===== config.mk =====
export PLATFORM = sky130hd
export DESIGN_NAME = rx_byte_packer
export DESIGN_NICKNAME = d
export VERILOG_FILES = /design/src/rtl/rx_byte_packer.sv
export SDC_FILE = /design/constraint.sdc
export NUM_CORES = 1
export LEC_CHECK = 0
export BUFFER_PORTS_ARGS = -buffer_cell sky130_fd_sc_hd__clkbuf_2
export CORE_UTILIZATION = 60
export DETAILED_ROUTE_END_ITERATION = 10
export PLACE_DENSITY = 0.8
export SLEW_MARGIN = 20
export SYNTH_ARGS = -nofsm -noshare
export SYNTH_HDL_FRONTEND = slang
export SYNTH_SLANG_ARGS = --single-unit

===== constraint.sdc =====
create_clock -name s00_axi_aclk -period 9.45 [get_ports s00_axi_aclk]
set_input_delay 0.945 -clock s00_axi_aclk [delete_from_list [all_inputs] [get_ports s00_axi_aclk]]
set_output_delay 0.945 -clock s00_axi_aclk [all_outputs]
set_load 0.01 [all_outputs]

===== src/rtl/rx_byte_packer.sv =====
// rx_byte_packer: packs the decoded RX byte stream into 64-bit words, adds a
// per-packet trailer and buffers the words in an FWFT FIFO for the RX DMA.
module rx_byte_packer #(
    parameter int FIFO_ADDR_WIDTH = 4
) (
    input  logic        s00_axi_aclk,
    input  logic        s00_axi_aresetn,
    input  logic        pkt_header_valid_strobe,
    input  logic [7:0]  pkt_rate,
    input  logic [15:0] pkt_len,
    input  logic        byte_in_strobe,
    input  logic [7:0]  byte_in,
    input  logic        fcs_out_strobe,
    input  logic        fcs_ok,
    output logic [63:0] m_tdata,
    output logic        m_tvalid,
    input  logic        m_tready,
    output logic        m_tlast,
    output logic        busy,
    output logic [15:0] drop_cnt
);

    localparam int AW    = FIFO_ADDR_WIDTH;
    localparam int DEPTH = 1 << AW;

    typedef enum logic [1:0] {IDLE, COLLECT, FLUSH, TRAILER} state_t;

    state_t        state_q;
    logic [2:0]    idx_q;
    logic [15:0]   cnt_q;
    logic [15:0]   len_q;
    logic [7:0]    rate_q;
    logic [63:0]   pack_q;
    logic          fcs_q;
    logic          abort_q;
    logic          ovf_q;
    logic [15:0]   drop_q;
    logic [AW:0]   wr_q;
    logic [AW:0]   rd_q;
    logic [64:0]   mem_q [DEPTH];

    logic          empty;
    logic          full;
    logic          pop;
    logic          space;
    logic          byte_go;
    logic          word_done;
    logic          drop;
    logic          push;
    logic [64:0]   push_data;
    logic [63:0]   pack_d;
    logic [63:0]   trailer;
    logic [2:0]    idx_d;
    logic [64:0]   head;

    assign empty = (wr_q == rd_q);
    assign full  = (wr_q[AW] != rd_q[AW]) &&
                   (wr_q[AW-1:0] == rd_q[AW-1:0]);
    assign pop   = !empty && m_tready;
    // A pop in the same cycle frees the slot the push needs.
    assign space = !full || pop;

    assign byte_go   = (state_q == COLLECT) && byte_in_strobe;
    assign word_done = byte_go && (idx_q == 3'd7);
    assign drop      = word_done && !space;
    assign idx_d     = byte_go ? 3'(idx_q + 3'd1) : idx_q;
    assign pack_d    = pack_q | ({56'd0, byte_in} << {idx_q, 3'b000});

    assign trailer = {fcs_q, abort_q, ovf_q, 13'd0,
                      cnt_q, len_q, 8'd0, rate_q};

    always_comb begin
        push      = 1'b0;
        push_data = 65'd0;
        unique case (state_q)
            COLLECT: begin
                push      = word_done && space;
                push_data = {1'b0, byte_in, pack_q[55:0]};
            end
            FLUSH: begin
                push      = space;
                push_data = {1'b0, pack_q};
            end
            TRAILER: begin
                push      = space;
                push_data = {1'b1, trailer};
            end
            default: begin
                push      = 1'b0;
                push_data = 65'd0;
            end
        endcase
    end

    always_ff @(posedge s00_axi_aclk) begin
        if (push) begin
            mem_q[wr_q[AW-1:0]] <= push_data;
        end
    end

    always_ff @(posedge s00_axi_aclk or negedge s00_axi_aresetn) begin
        if (!s00_axi_aresetn) begin
            state_q <= IDLE;
            idx_q   <= 3'd0;
            cnt_q   <= 16'd0;
            len_q   <= 16'd0;
            rate_q  <= 8'd0;
            pack_q  <= 64'd0;
            fcs_q   <= 1'b0;
            abort_q <= 1'b0;
            ovf_q   <= 1'b0;
            drop_q  <= 16'd0;
            wr_q    <= '0;
            rd_q    <= '0;
        end else begin
            if (pop) begin
                rd_q <= rd_q + 1'b1;
            end
            if (push) begin
                wr_q <= wr_q + 1'b1;
            end
            if (drop && (drop_q != 16'hFFFF)) begin
                drop_q <= drop_q + 16'd1;
            end
            unique case (state_q)
                IDLE: begin
                    if (pkt_header_valid_strobe) begin
                        state_q <= COLLECT;
                        rate_q  <= pkt_rate;
                        len_q   <= pkt_len;
                        cnt_q   <= 16'd0;
                        idx_q   <= 3'd0;
                        pack_q  <= 64'd0;
                        fcs_q   <= 1'b0;
                        abort_q <= 1'b0;
                        ovf_q   <= 1'b0;
                    end
                end
                COLLECT: begin
                    if (byte_go) begin
                        idx_q  <= idx_d;
                        pack_q <= (idx_q == 3'd7) ? 64'd0 : pack_d;
                        if (cnt_q != 16'hFFFF) begin
                            cnt_q <= cnt_q + 16'd1;
                        end
                    end
                    if (drop) begin
                        ovf_q <= 1'b1;
                    end
                    // The byte of this cycle is packed before the end is handled.
                    if (fcs_out_strobe) begin
                        fcs_q   <= fcs_ok;
                        state_q <= (idx_d != 3'd0) ? FLUSH : TRAILER;
                    end else if (pkt_header_valid_strobe) begin
                        fcs_q   <= 1'b0;
                        abort_q <= 1'b1;
                        state_q <= (idx_d != 3'd0) ? FLUSH : TRAILER;
                    end
                end
                FLUSH: begin
                    if (space) begin
                        state_q <= TRAILER;
                    end
                end
                TRAILER: begin
                    if (space) begin
                        state_q <= IDLE;
                    end
                end
                default: state_q <= IDLE;
            endcase
        end
    end

    assign head     = empty ? 65'd0 : mem_q[rd_q[AW-1:0]];
    assign m_tvalid = !empty;
    assign m_tdata  = head[63:0];
    assign m_tlast  = head[64];
    assign busy     = (state_q != IDLE);
    assign drop_cnt = drop_q;

endmodule


==> results.cfg, run 1 <==
[synthesis]
syn_area_sq_mm = 0.04551
yosys.area.top_type = edfxtp_1
ys_warn_count = 0
async_flop_share = 0.1171
synth_edf_count = 1040
synth_ff_type = edfxtp_1
yosys.cell_types.count = 55
yosys-top-cells-area = edfxtp_1, mux4_2, dfrtp_1
syn_nets = 2314
synth_seq_cells = 1178
postSynthAreaPerCell_sq_um = 20.13
ys_seq_area_frac = 0.7622
synth_top_area_frac = 0.6863
synth_cells = 2261

[global_route]
grt_pass1_vias = 25150
grt_max_degree = 115
antenna_found_initial = 0
grt_use_total = 0.2988
gr-total-overflow = 0
grt_pass1_wl_microns = 165700

[worst_setup_path]
critPathArrivalTime_ps = 4700
required_ps = 8510
reg2reg_depth = 6
r2r_start = rd_q[1]
crit_path_end = m_tdata[12]
cp-end-kind = output port
path_max_fanout = 73
start_kind = flip-flop
r2r-end = mem_q[12][25]
worstSetupPathType = reg -> out
crit_path_start = rd_q[1]
reg2reg_slack_ps = 4690

[layout]
postLayoutCellArea_sq_mm = 0.05110
syn_to_final_growth_pct = 12.29
instances_no_fill = 3476
final_util = 0.6841
fillers = 4282
layout-drive-gt1-share = 0.2626
nets = 2463

[flow_run]
maxCapViolCount = 0

[cts]
clockBufferDepth = 3
clkTransAtPathRegs_ps = 60
post_cts_buffers = 0
cts_tree = built
clockRootBuffer = clkbuf_16
cts_resized = 0
cts_max_level = 3
clk_latency_ps = 680
cts.sinks = 1178
cts_buffers = 110
cts_hold_buf = 0

[floorplanning]
initial_core_util = 0.6092
die_x_microns = 277.4
rows = 100
die_h_microns = 277.4
core_sq_mm = 0.07470
num_io_pins = 122
die_area_sq_mm = 0.07695

[placement]
dp_hpwl_microns = 56980
pre_cts_slack_ps = 4623
gp_congestion = 0.8388
dp_cells = 3267
place_area_sq_mm = 0.04740
port_buffers = 121

[power]
power_mw = 16.81
power_frac_seq = 0.424
vdd_drop_max_mv = 0.2743
p_leak_nw = 17.36
power.density_mw_per_mm2 = 329.1
comb_power_share = 0.305
p_int_mw = 11.31
clkPwrFrac = 0.271
p_sw_mw = 5.509
p_sw_frac = 0.3277

[timing]
drv_slew = 0
period_share = 0.5970
rsz0062_at_grt = no
setup_viol = 0
period_needed_ps = 5642
worst_pin_slew_ps = 1146
fmax_mhz = 177.2
slew_headroom = 0.2297
finalHoldViolations = 0
setup_ws_ps = 3808
whs_ps = 308.6
fin_skew_ps = 31.89
finalSetupTns_ps = 0

[drt]
wl_per_cell_microns = 32.55
dr.pass1.iters = 5
routed_wl_microns = 113200
vias_per_cell = 6.976
drtAntennaViolNets = 0
drt_iter0_markers = 3510
vias = 24250
drc_errors = 0

[status]
status = finished clean

[min_path]
min_path_type = in -> async
kinds of logic (layout without fill, tap and decap cells):
family          Yosys count  after routing  synth area share
flops                  1178           1178            0.7622
xor+xnor                 36             36          0.006929
fa+ha+maj                14             14          0.003849
mux                     289            289            0.1358
buf+inv                 152            397           0.01350
simple gates            241            241           0.02653
other cells               0              1                 0
compound gates          351            351           0.05120
routing by layer:
metal,vias to the layer above,track usage,routed length [microns]
met3,245,0.06216,12670
met4,0,0.1074,3415
met1,12630,0.4105,41450
met2,1752,0.4809,55620
li1,9619,-,-
met5,-,0,0
synthesized netlist by cell type, drive strengths merged, types with 5 or more instances:
cell,count
and2,18
nand3,9
nor2,114
clkbuf,91
mux4,260
ha,14
buf,45
nor3,19
nand2b,5
xor2,13
inv,15
nor4,6
a22o,40
xnor2,23
mux2,28
and3,7
nand2,25
nor2b,6
nor4b,6
a211oi,5
a22oi,138
dfrtp,138
a21oi,142
edfxtp,1040
nand4,16
o21ai,10
power groups by stage:
| stage | clock (mW) | combinational [mW] | sequential [mW] |
|---|---|---|---|
| finish | 4.56 | 5.13 | 7.13 |
| global route | 4.76 | 5.40 | 7.18 |
| CTS | 4.58 | 5.10 | 7.13 |
| detailed placement | 0 | 5.03 | 7.21 |
| global placement | 0 | 4.88 | 7.16 |
| floorplan | 0 | 3.41 | 6.99 |
layout make-up:
| class | instances | area (sq um) | share of cell area |
|---|---|---|---|
| sequential | 1178 | 34690 | 0.6789 |
| multi-input combinational | 931 | 10370 | 0.2029 |
| clock buffer | 139 | 2934 | 0.05742 |
| tap | 969 | 1212 | 0.02373 |
| timing repair buffer | 173 | 1067 | 0.02089 |
| clock inverter | 69 | 759.5 | 0.01486 |
| inverter | 16 | 61.31 | 0.001200 |
| antenna | 1 | 2.502 | 0.00004897 |
state kept, by name, summed over array words and instances (netlist names):
name      count
rd_q          5
mem_q      1040
idx_q         3
len_q        16
rate_q        8
ovf_q         1
abort_q       1
state_q       2
wr_q          5
pack_q       64
fcs_q         1
drop_cnt     16
cnt_q        16
placed cells by master (no fill, tap or decap), types with 25 or more instances in the layout:
| cell | netlist | routed |
|---|---|---|
| clkinv_1 | 1 | 25 |
| clkbuf_2 | 1 | 120 |
| a22oi_1 | 138 | 138 |
| mux2_2 | 27 | 27 |
| a21oi_1 | 142 | 141 |
| a22o_1 | 40 | 40 |
| dfrtp_1 | 138 | 136 |
| clkbuf_16 | 0 | 112 |
| mux4_2 | 260 | 260 |
| edfxtp_1 | 1040 | 1040 |
| nor2_1 | 114 | 100 |
| nand2_1 | 25 | 25 |
| buf_4 | 0 | 48 |
worst max-delay path, cell delays in order, from the launching register on:
cell and delay [ps]:
dfrtp_4 1160, buf_4 810, buf_4 800, mux4_2 370, a22oi_1 90, a21oi_1 440, clkbuf_2 220
worst min path at each step:
stage	endpoint	slack [ps]	depth (start not counted)
2_1_floorplan	pack_q[10]	450	2
3_3_place_gp	pack_q[49]	470	2
3_5_place_dp	pack_q[12]	480	2
4_1_cts	drop_cnt[9]	330	1
5_1_grt	drop_cnt[9]	370	1
6_report	drop_cnt[9]	310	1
Note: power is estimated with default switching activity, not from simulation.
==> run 2, diff against run 1 <==
--- a/config.mk
+++ b/config.mk
@@ -5,6 +5,7 @@
 export SDC_FILE = /design/constraint.sdc
 export NUM_CORES = 1
 export LEC_CHECK = 0
+export ABC_AREA = 1
 export BUFFER_PORTS_ARGS = -buffer_cell sky130_fd_sc_hd__clkbuf_2
 export CORE_UTILIZATION = 60
 export DETAILED_ROUTE_END_ITERATION = 10
==> constraint.sdc (replaced) <==
create_clock -name s00_axi_aclk -period 5.9 [get_ports s00_axi_aclk]
set_input_delay 0.59 -clock s00_axi_aclk [delete_from_list [all_inputs] [get_ports s00_axi_aclk]]
set_output_delay 0.59 -clock s00_axi_aclk [all_outputs]
set_load 0.01 [all_outputs]
==> results.cfg, run 2 <==
[cts]
cts_tree = built
cts.sinks = 1178
cts_buffers = 111
clk_latency_ps = 690
clockBufferDepth = 3
cts_max_level = 3
clockRootBuffer = clkbuf_16
clkTransAtPathRegs_ps = 70
post_cts_buffers = 0

[min_path]
hp-start = pkt_rate[3]
min_path_type = in -> reg
hold_end = rate_q[3]
holdPathStages = 3

[synthesis]
synth_seq_cells = 1178
yosys.cell_count.top_type = nand2_1
ys_seq_area_frac = 0.6913
synth_cells = 4884
ys_warn_count = 0
yosys-top-cells-area = edfxtp_1, nand2_1, dfrtp_1
synth_edf_count = 1040
ys_top_cells_by_count = nand2_1, edfxtp_1, nor2_1
syn_area_sq_mm = 0.05017
yosys.area.top_type = edfxtp_1
postSynthAreaPerCell_sq_um = 10.27
synth_ff_type = edfxtp_1
synth_top_area_frac = 0.6225
syn_nets = 4937
async_flop_share = 0.1171
yosys.cell_types.count = 36

[timing]
worst_pin_slew_ps = 1168
period_needed_ps = 4886
whs_ps = 88.96
fin_skew_ps = 23.86
finalHoldViolations = 0
setup_viol = 0
drv_slew = 0
finalSetupTns_ps = 0
period_share = 0.8281
fmax_mhz = 204.7
setup_ws_ps = 1014
slew_headroom = 0.2213
rsz0062_at_grt = no

[layout]
mostFrequentLayoutCells = nand2_1, edfxtp_1, nor2_1
antenna_cells = 0
layout-drive-gt1-share = 0.08697
syn_to_final_growth_pct = 10.92
largest_reg_flops = 1040
nets = 4997
final_common_cell = nand2_1
fillers = 5643

[worst_setup_path]
worstSetupPathType = reg -> out
path_max_fanout = 42
required_ps = 5310
reg2reg_slack_ps = 1810
r2r-end = pack_q[32]
start_kind = flip-flop
r2r_start = state_q[0]
critPathArrivalTime_ps = 4300
reg2reg_depth = 10
cp-end-kind = output port

[floorplanning]
die_h_microns = 291.2
rows = 105
core_sq_mm = 0.08237
die_x_microns = 291.2
num_io_pins = 122
die_area_sq_mm = 0.08477
initial_core_util = 0.6090

[drt]
routed_wl_microns = 130500
drtAntennaViolNets = 0
drt_iter0_markers = 5008
vias = 35940
drc_errors = 0
vias_per_cell = 5.886
dr.pass1.iters = 6
wl_per_cell_microns = 21.37

[placement]
gp_congestion = 0.9803
dp_hpwl_microns = 69860
pre_cts_slack_ps = 1848
port_buffers = 121

[power]
power.density_mw_per_mm2 = 499.2
p_leak_nw = 22.54
vdd_drop_max_mv = 0.4742

[global_route]
grt_use_total = 0.3080
grt_pass1_vias = 34500
antenna_found_initial = 2
gr-total-overflow = 0
grt_pass1_wl_microns = 198400
grt_max_degree = 236

[flow_run]
maxCapViolCount = 0

[status]
status = finished clean
-- run 2: changes by cell type after synthesis, sizes merged, moves of 237 or more --
cell / delta
inv: +295
o21ai: +237
nor2: +369
mux4: -260
nand2: +1793
nand3: +333
-- run 2: cell type report --
class,instances,area [sq um],area share
inverter,313,1201,0.02159
multi-input combinational,3130,13370,0.2403
tap,1070,1339,0.02406
clock buffer,138,3014,0.05417
timing repair buffer,210,1395,0.02507
sequential,1178,34690,0.6235
clock inverter,67,631.9,0.01135
-- run 2: cell families (layout without fill, tap and decap cells) --
group                      Yosys count  in the layout  synth area share
and+or+nand+nor                   2694           2694            0.2136
xor gates and xnor gates            21             21          0.003666
DFF                               1178           1178            0.6913
adders and majority gates           14             14          0.003492
buffers and inverters              576            728           0.04704
AOI/OAI and AO/OA                  401            401           0.04083
-- run 2: how the worst max path moves through the flow --
stage,startpoint,end,slack [ps],cells past startpoint
6_report,rd_q[2],m_tdata[16],1010,9
5_1_grt,rd_q[0],m_tdata[35],870,11
4_1_cts,rd_q[2],m_tdata[10],1090,9
3_5_place_dp,rd_q[2],m_tdata[10],1850,9
3_3_place_gp,rd_q[2],m_tdata[7],1880,9
2_1_floorplan,state_q[0],mem_q[0][0],1160,8
-- run 2: power by group --
group	switching, mW	internal (mW)
logic	7.28	2.62
registers	0.362	10.4
clock network	3.06	4.09
total	10.7	17.1
-- run 2: routing by layer --
layer  GRT usage  vias up  share of wire
li1            -    16250              -
met1      0.4208    17020           0.37
met2      0.4869     2279           0.47
met3     0.06032      397           0.12
met4      0.1307        4          0.041
met5           0        -        0.00023
-- run 2: per-stage QoR --
stage / utilization / total power, mW / instance area (sq um) / cells
floorplan: - / 17.21 / 50170 / 4884
global placement: 0.6303 / 20.24 / 51920 / 5899
detailed placement: 0.6304 / 20.50 / 51930 / 5899
CTS: 0.6748 / 27.64 / 55580 / 6105
global route: 0.6755 / 29.09 / 55650 / 6106
finish: 0.6755 / 27.78 / 55650 / 6106
-- run 2: critical path, cell delays in order, from the launching register on --
cell and delay (ps):
dfrtp_4 790, clkinv_2 660, nand2_1 250, nand2_1 90, nor2_2 210, nand3_2 160, clkinv_2 740, buf_4 420
a21oi_1 100, clkbuf_2 140
-- run 2: what timing repair did --
action	4_1_cts	5_1_grt
gates resized for setup	0	0
endpoints found under the hold margin	73	0
hold buffers	1	0
